**src/rtl/ysyx_22040895_stu_if.sv**
```systemverilog
// Store-unit bus: EX/MEM store request side plus the data-memory write port.
interface ysyx_22040895_stu_if #(
    parameter int XLEN = 64,
    parameter int AW   = 64
);
    logic            valid_i_stu;
    logic            ready_o_stu;
    logic [AW-1:0]   addr_i_stu;
    logic [XLEN-1:0] data_i_stu;
    logic [1:0]      size_i_stu;
    logic            mem_req_o_stu;
    logic [AW-1:0]   mem_addr_o_stu;
    logic [XLEN-1:0] mem_wdata_o_stu;
    logic [7:0]      mem_wmask_o_stu;
    logic            mem_ack_i_stu;
    logic            done_o_stu;

    modport slave (
        input  valid_i_stu, addr_i_stu, data_i_stu, size_i_stu, mem_ack_i_stu,
        output ready_o_stu, mem_req_o_stu, mem_addr_o_stu, mem_wdata_o_stu,
               mem_wmask_o_stu, done_o_stu
    );

    modport master (
        output valid_i_stu, addr_i_stu, data_i_stu, size_i_stu, mem_ack_i_stu,
        input  ready_o_stu, mem_req_o_stu, mem_addr_o_stu, mem_wdata_o_stu,
               mem_wmask_o_stu, done_o_stu
    );
endinterface

```
**src/rtl/ysyx_22040895_stu.sv**
```systemverilog
// Store narrowing: lane-aligns sb/sh/sw/sd into one or two 8-byte beats; req one cycle after accept.
// Beats wait on mem_ack; ready is low from accept until the cycle after the done pulse.
module ysyx_22040895_stu #(
    parameter int XLEN = 64,
    parameter int AW   = 64
) (
    input  logic                 clk,
    input  logic                 rst,
    ysyx_22040895_stu_if.slave   bus
);
    typedef enum logic [1:0] {IDLE, BEAT0, BEAT1, DONE} state_t;

    typedef struct packed {
        logic [AW-1:0]   addr;
        logic [XLEN-1:0] wdata;
        logic [7:0]      mask;
    } beat_t;

    // Shifting into a double-width window yields both beats at once: low half is
    // beat0, high half is what spilled past the 8-byte boundary.
    function automatic beat_t f_beat(input logic [AW-1:0] a, input logic [XLEN-1:0] d,
                                     input logic [1:0] s, input logic hi);
        beat_t             b;
        logic [7:0]        base;
        logic [15:0]       m;
        logic [2*XLEN-1:0] w;
        logic [AW-1:0]     ba;
        case (s)
            2'd0:    base = 8'h01;
            2'd1:    base = 8'h03;
            2'd2:    base = 8'h0F;
            default: base = 8'hFF;
        endcase
        ba = {a[AW-1:3], 3'b000};
        m  = {8'h00, base} << a[2:0];
        w  = {{XLEN{1'b0}}, d} << {a[2:0], 3'b000};
        if (hi) begin
            b.addr  = ba + AW'(8);
            b.wdata = w[2*XLEN-1:XLEN];
            b.mask  = m[15:8];
        end else begin
            b.addr  = ba;
            b.wdata = w[XLEN-1:0];
            b.mask  = m[7:0];
        end
        return b;
    endfunction

    state_t          r_state, w_nstate;
    logic [AW-1:0]   r_addr, w_naddr;
    logic [XLEN-1:0] r_data, w_ndata;
    logic [1:0]      r_size, w_nsize;
    logic            r_ready, w_nready;
    logic            r_req, w_nreq;
    logic            r_done, w_ndone;
    beat_t           r_beat, w_nbeat;
    beat_t           w_b0, w_b1;
    logic            w_split;

    assign w_b0    = f_beat(bus.addr_i_stu, bus.data_i_stu, bus.size_i_stu, 1'b0);
    assign w_b1    = f_beat(r_addr, r_data, r_size, 1'b1);
    assign w_split = ({1'b0, r_addr[2:0]} + (4'd1 << r_size)) > 4'd8;

    always_comb begin
        w_nstate = r_state;
        w_naddr  = r_addr;
        w_ndata  = r_data;
        w_nsize  = r_size;
        w_nready = r_ready;
        w_nreq   = r_req;
        w_ndone  = 1'b0;
        w_nbeat  = r_beat;
        case (r_state)
            IDLE: begin
                w_nready = 1'b1;
                w_nreq   = 1'b0;
                w_nbeat.mask = 8'h00;
                if (bus.valid_i_stu) begin
                    w_naddr  = bus.addr_i_stu;
                    w_ndata  = bus.data_i_stu;
                    w_nsize  = bus.size_i_stu;
                    w_nbeat  = w_b0;
                    w_nreq   = 1'b1;
                    w_nready = 1'b0;
                    w_nstate = BEAT0;
                end
            end
            BEAT0: begin
                if (bus.mem_ack_i_stu) begin
                    if (w_split) begin
                        w_nbeat  = w_b1;
                        w_nstate = BEAT1;
                    end else begin
                        w_nreq       = 1'b0;
                        w_nbeat.mask = 8'h00;
                        w_ndone      = 1'b1;
                        w_nstate     = DONE;
                    end
                end
            end
            BEAT1: begin
                if (bus.mem_ack_i_stu) begin
                    w_nreq       = 1'b0;
                    w_nbeat.mask = 8'h00;
                    w_ndone      = 1'b1;
                    w_nstate     = DONE;
                end
            end
            default: begin
                w_nready = 1'b1;
                w_nstate = IDLE;
            end
        endcase
    end

    always_ff @(posedge clk) begin
        if (!rst) begin
            r_state <= IDLE;
            r_addr  <= '0;
            r_data  <= '0;
            r_size  <= '0;
            r_ready <= 1'b1;
            r_req   <= 1'b0;
            r_done  <= 1'b0;
            r_beat  <= '0;
        end else begin
            r_state <= w_nstate;
            r_addr  <= w_naddr;
            r_data  <= w_ndata;
            r_size  <= w_nsize;
            r_ready <= w_nready;
            r_req   <= w_nreq;
            r_done  <= w_ndone;
            r_beat  <= w_nbeat;
        end
    end

    assign bus.ready_o_stu     = r_ready;
    assign bus.mem_req_o_stu   = r_req;
    assign bus.mem_addr_o_stu  = r_beat.addr;
    assign bus.mem_wdata_o_stu = r_beat.wdata;
    assign bus.mem_wmask_o_stu = r_beat.mask;
    assign bus.done_o_stu      = r_done;
endmodule

```
**src/flat_wrapper.sv**
```systemverilog
// flat-port wrapper written by rule: the top's interface ports become plain ports
module ysyx_22040895_stu_flat 
#(
    parameter int XLEN = 64,
    parameter int AW   = 64
)
  (clk, rst, bus_valid_i_stu, bus_addr_i_stu, bus_data_i_stu, bus_size_i_stu, bus_mem_ack_i_stu, bus_ready_o_stu, bus_mem_req_o_stu, bus_mem_addr_o_stu, bus_mem_wdata_o_stu, bus_mem_wmask_o_stu, bus_done_o_stu);
  ysyx_22040895_stu_if #(.XLEN(XLEN), .AW(AW)) bus_i ();
  input  logic clk;
  input  logic rst;
  input wire logic [$bits(bus_i.valid_i_stu)-1:0] bus_valid_i_stu;
  input wire logic [$bits(bus_i.addr_i_stu)-1:0] bus_addr_i_stu;
  input wire logic [$bits(bus_i.data_i_stu)-1:0] bus_data_i_stu;
  input wire logic [$bits(bus_i.size_i_stu)-1:0] bus_size_i_stu;
  input wire logic [$bits(bus_i.mem_ack_i_stu)-1:0] bus_mem_ack_i_stu;
  output wire logic [$bits(bus_i.ready_o_stu)-1:0] bus_ready_o_stu;
  output wire logic [$bits(bus_i.mem_req_o_stu)-1:0] bus_mem_req_o_stu;
  output wire logic [$bits(bus_i.mem_addr_o_stu)-1:0] bus_mem_addr_o_stu;
  output wire logic [$bits(bus_i.mem_wdata_o_stu)-1:0] bus_mem_wdata_o_stu;
  output wire logic [$bits(bus_i.mem_wmask_o_stu)-1:0] bus_mem_wmask_o_stu;
  output wire logic [$bits(bus_i.done_o_stu)-1:0] bus_done_o_stu;
  assign bus_i.valid_i_stu = bus_valid_i_stu;
  assign bus_i.addr_i_stu = bus_addr_i_stu;
  assign bus_i.data_i_stu = bus_data_i_stu;
  assign bus_i.size_i_stu = bus_size_i_stu;
  assign bus_i.mem_ack_i_stu = bus_mem_ack_i_stu;
  assign bus_ready_o_stu = bus_i.ready_o_stu;
  assign bus_mem_req_o_stu = bus_i.mem_req_o_stu;
  assign bus_mem_addr_o_stu = bus_i.mem_addr_o_stu;
  assign bus_mem_wdata_o_stu = bus_i.mem_wdata_o_stu;
  assign bus_mem_wmask_o_stu = bus_i.mem_wmask_o_stu;
  assign bus_done_o_stu = bus_i.done_o_stu;
  ysyx_22040895_stu #(.XLEN(XLEN), .AW(AW)) u_core (.clk(clk), .rst(rst), .bus(bus_i));
endmodule
```
**config.mk**
```make
export PLATFORM = sky130hd
export DESIGN_NAME = ysyx_22040895_stu_flat
export DESIGN_NICKNAME = d
export VERILOG_FILES = /design/src/rtl/ysyx_22040895_stu_if.sv /design/src/rtl/ysyx_22040895_stu.sv /design/src/flat_wrapper.sv
export SDC_FILE = /design/constraint.sdc
export NUM_CORES = 1
export LEC_CHECK = 0
export BUFFER_PORTS_ARGS = -buffer_cell sky130_fd_sc_hd__buf_2
export CAP_MARGIN = 20
export CORE_UTILIZATION = 40
export CTS_CLUSTER_DIAMETER = 200
export CTS_CLUSTER_SIZE = 30
export DETAILED_ROUTE_END_ITERATION = 10
export HOLD_SLACK_MARGIN = 0.03
export PLACE_DENSITY_LB_ADDON = 0.08
export RECOVER_POWER = 50
export SLEW_MARGIN = 20
export SYNTH_ARGS = -nofsm -noshare
export SYNTH_HDL_FRONTEND = slang
export SYNTH_SLANG_ARGS = --single-unit
```
**constraint.sdc**
```tcl
create_clock -name clk -period 3.5 [get_ports clk]
set_input_delay 0.7 -clock clk [delete_from_list [all_inputs] [get_ports clk]]
set_output_delay 0.7 -clock clk [all_outputs]
set_load 0.01 [all_outputs]
```
==> out/summary.md <==
* finished clean — status
* 0.0128 ns — worst clock skew
* 191 um — die outline width
* 51 — CP Max Fanout
* flop — critical path launch point type
* 260 — number of sinks driven by the clock tree
* 13.6% — relative area change from synthesis to final layout
* 1 — H-tree depth reported by CTS
* 58 — unique cell type count in the Yosys netlist
* 0 — antenna fix cells
* 260 — synthesis-stage register bit count
* 7.90 sq um — synthesized area per cell
* 0.292 ns — placement-stage worst setup slack
* 34800 sq um — area of the core
* 3 — worst hold path cell count
* 0.309 GHz — highest attainable clock frequency
* 92.5% — crit share post-route
* dfxtp_1 — most common flop cell mapped by yosys
* 0 — count of flip-flops with a built-in enable after synthesis
* 0.53 ns — longest individual stage delay on the worst path
* 11.9% — share of synthesized area spent on multiplexers
* 36.5% — sequential fraction of the synthesis area
* 0 — number of setup buffers added after CTS
* 21.0% — fraction of the mapped netlist area in compound gates
* simple AND/OR/NAND/NOR gates — main combinational cell family by area after synthesis
* 1 — number of antenna violations at the first check in global routing
* 16200 sq um — post-layout instance area
* 1.02 ns — slew at the pin with the worst max-slew slack
* clkbuf_16 — clock root buffer
* flop — endpoint class of the critical path
* 68 — std cell rows
* 657 nW/um^2 — PD cells
* u_core.r_size[0] — Worst R2R Start
* 1803 — gate count after technology mapping
* 14300 — vias after detailed routing
* 16000 sq um — post-detailed-placement cell area
* 3.61 ns — data arrival time at the worst-slack endpoint
* 5210 sq um — total area of sequential cells
* 53400 um — final routed wirelength across all metal layers
* u_core.bus.mem_addr_o_stu[13] — R2R Path End
* no — unrepaired setup endpoints after global routing
* 269 — Port Buffer Count
* 36400 sq um — Die Footprint
* 0.896% — adder-cell share of the synthesized area
* 3 — clock buffer depth
* 0 — Maximum Capacitance Violations
* 8370 sq um — Multi-input gate area
* 14.3% — fraction of layout cells with a size suffix above 1
* 0 ns — Setup Total Neg Slack
* 123 — maximum number of pins on one net before global-route repair
* 22.0 um — wire per inst
* 273 — I/O Pins
* 0.12 ns — clock transition at the registers of the reported paths
* 6.01 nW — Leak Pwr
* 14200 sq um — netlist area before placement
* 3.24 ns — Min Clock Period, post-route
* 5 — first-pass detailed-route iteration total
* 3628 — filler cell count
* 21.5% — post-synthesis simple-gate area fraction
* 5.90 — via density per instance
* 3.07% — XOR/XNOR Fraction of Synth Area
* 0 — ANT nets after route
* 38200 um — HPWL after detailed placement
* 81000 um — first-pass GRT wire length
* 40.9% — initial standard-cell utilization of the core
* 0.917 — gp weighted congestion
* 28.7% — global-route usage over all layers
* reg2reg — worst setup path class
* bus_addr_i_stu[53] — Hold Crit Start
* 0.26 ns — worst setup slack for register-to-register paths
* 0% — async set-or-reset flop fraction in the synthesized netlist
* 0 — final setup violation count
* 0 — DRC
* 10 — worst reg2reg path depth
* 0 — Yosys warning count
* 0 — Final Hold Viols
* done — clock tree from TritonCTS
* 0 — final number of max-transition violations
* 2115 — count of nets after finishing
* 32.0% — slew margin rel.
* 365 uV — largest vdd supply drop
* 13300 — via count of the first global-routing pass
* 0 — grt ovf
* in2reg — path type of the worst min-delay path
* u_core.r_addr[53] — destination of the worst hold path
* 0 — hold_buf cts
* nor2_1 > ha_1 > fa_1 > xor2_1 > xnor2_1 > a2111oi_4 > a31oi_4 > buf_12 > a221oi_1 > nor3_1 — worst path cell trace
* 0 — Resize count post-CTS
* 191 um — Vert. Die Dim
* 12 — TritonCTS buffer count
* 1286 — violation count after the first detailed-routing iteration
* 0.261 ns — min setup slack post-route
* a2111oi_4 — cell at the slowest stage of the critical path
* 3.87 ns — worst endpoint required time
* 0.51 ns — clock latency reported for the late side of the worst-skew pair
==> state kept, by name, indices dropped and copies added (netlist names) <==
register and cells:
u_core.bus.done_o_stu 1, u_core.bus.mem_addr_o_stu 61, u_core.bus.mem_req_o_stu 1, u_core.bus.mem_wdata_o_stu 64, u_core.bus.mem_wmask_o_stu 8, u_core.bus.ready_o_stu 1
u_core.r_addr 64, u_core.r_data 56, u_core.r_size 2, u_core.r_state 2
==> metal layers <==
metal	GRT usage (%)	part of all wire [%]	vias to the layer above
met1	42.0	46	6920
met4	7.85	2.6	0
met2	43.5	43	540
li1	-	-	6801
met5	0	0	-
met3	4.31	7.7	75
==> cells in the mapped netlist, types with 10 or more instances <==
| master | number | area [sq um] |
|---|---|---|
| nand2_1 | 343 | 1290 |
| dfxtp_1 | 260 | 5200 |
| a21oi_1 | 196 | 981 |
| nor2_1 | 156 | 586 |
| clkbuf_1 | 120 | 450 |
| o21ai_0 | 89 | 445 |
| mux2i_1 | 67 | 671 |
| nor3_1 | 61 | 305 |
| a211oi_1 | 60 | 450 |
| a221oi_1 | 57 | 499 |
| mux2_2 | 43 | 484 |
| nand4_1 | 28 | 175 |
| xor2_1 | 28 | 245 |
| mux4_2 | 24 | 541 |
| nand3_1 | 22 | 110 |
| xnor2_1 | 22 | 193 |
| buf_2 | 21 | 105 |
| buf_1 | 19 | 71.3 |
| nor2b_1 | 17 | 106 |
| a222oi_1 | 16 | 160 |
| a211o_1 | 15 | 131 |
| and3_1 | 15 | 93.8 |
| nor4_1 | 15 | 93.8 |
| o22ai_1 | 10 | 62.6 |
==> cell usage in the layout, fill, tap and decap left out, types with 6 or more instances in the layout <==
cell type    n
a222oi_1    16
clkbuf_16   13
and3_1      15
a21oi_1    196
nor2b_1     16
mux2_2      43
o22ai_1     10
xor2_1      28
buf_2      133
nand3_1     22
nor3_1      61
a221oi_1    57
ha_1         6
clkbuf_1   136
dfxtp_1    258
a211o_1     15
nand2_1    343
buf_4       44
buf_12       7
inv_1        9
o21ai_0     89
and4_1       9
mux2i_1     67
nor2_1     156
nand2b_1     9
a211oi_1    60
a31oi_1      7
nand4_1     28
nor4_1      15
xnor2_1     22
mux4_2      24
==> power by group <==
group	total, W	leakage (nW)	switching (W)	internal (W)
Clock	0.00171	0.166	0.00102	0.000684
Sequential	0.00439	2.14	0.000636	0.00375
Combinational	0.00455	3.71	0.00295	0.00159
==> final cells by class <==
cell class                      count  area share [%]
Tap cell                          455            3.52
Multi-Input combinational cell   1367            51.7
Clock buffer                       13            2.01
Clock inverter                      1          0.0696
Timing Repair Buffer              321            10.2
Sequential cell                   260            32.2
Inverter                           11           0.286
==> metrics by stage <==
stage	std cells	power [W]	hold slack, ns	utilization, %
global route	2428	0.0114	0.416	46.5
floorplan	1805	0.00735	0.433	-
global placement	2414	0.00905	0.442	46.1
CTS	2428	0.0108	0.413	47.0
detailed placement	2414	0.00912	0.445	46.1
finish	2428	0.0106	0.426	46.5
==> worst max path at each step <==
stage	startpoint	to	slack, ns	cells past startpoint
final	u_core.r_size[0]	u_core.bus.mem_addr_o_stu[13]	0.26	10
after detailed placement	u_core.r_size[1]	u_core.bus.mem_addr_o_stu[13]	0.29	10
after global routing	u_core.r_size[1]	u_core.bus.mem_addr_o_stu[13]	0.04	10
after CTS	u_core.r_size[0]	u_core.bus.mem_addr_o_stu[13]	0.27	10
after floorplan	u_core.r_size[0]	u_core.bus.mem_addr_o_stu[3]	0.65	12
after global placement	u_core.r_size[0]	u_core.bus.mem_addr_o_stu[21]	0.46	10
==> critical path, delay by kind of cell (launching register included) <==
family                     cells  cell delay (ns)
AOI/OAI and AO/OA              3             1.14
adders and majority gates      2             0.62
DFF                            1             0.52
xor gates and xnor gates       2             0.34
buffers and inverters          1             0.28
and+or+nand+nor                2             0.16
==> logic make-up (layout without fill, tap and decap cells) <==
kind of cell | after synthesis | count (layout)
AO/OA/AOI/OAI | 473 | 473
multiplexers | 134 | 134
AND/OR/NAND/NOR | 697 | 697
XOR/XNOR | 50 | 50
other | 1 | 3
buffers and inverters | 178 | 346
adder cells (fa/ha/maj) | 10 | 10
flip-flops | 260 | 260
(Power assumes the default switching activity.)
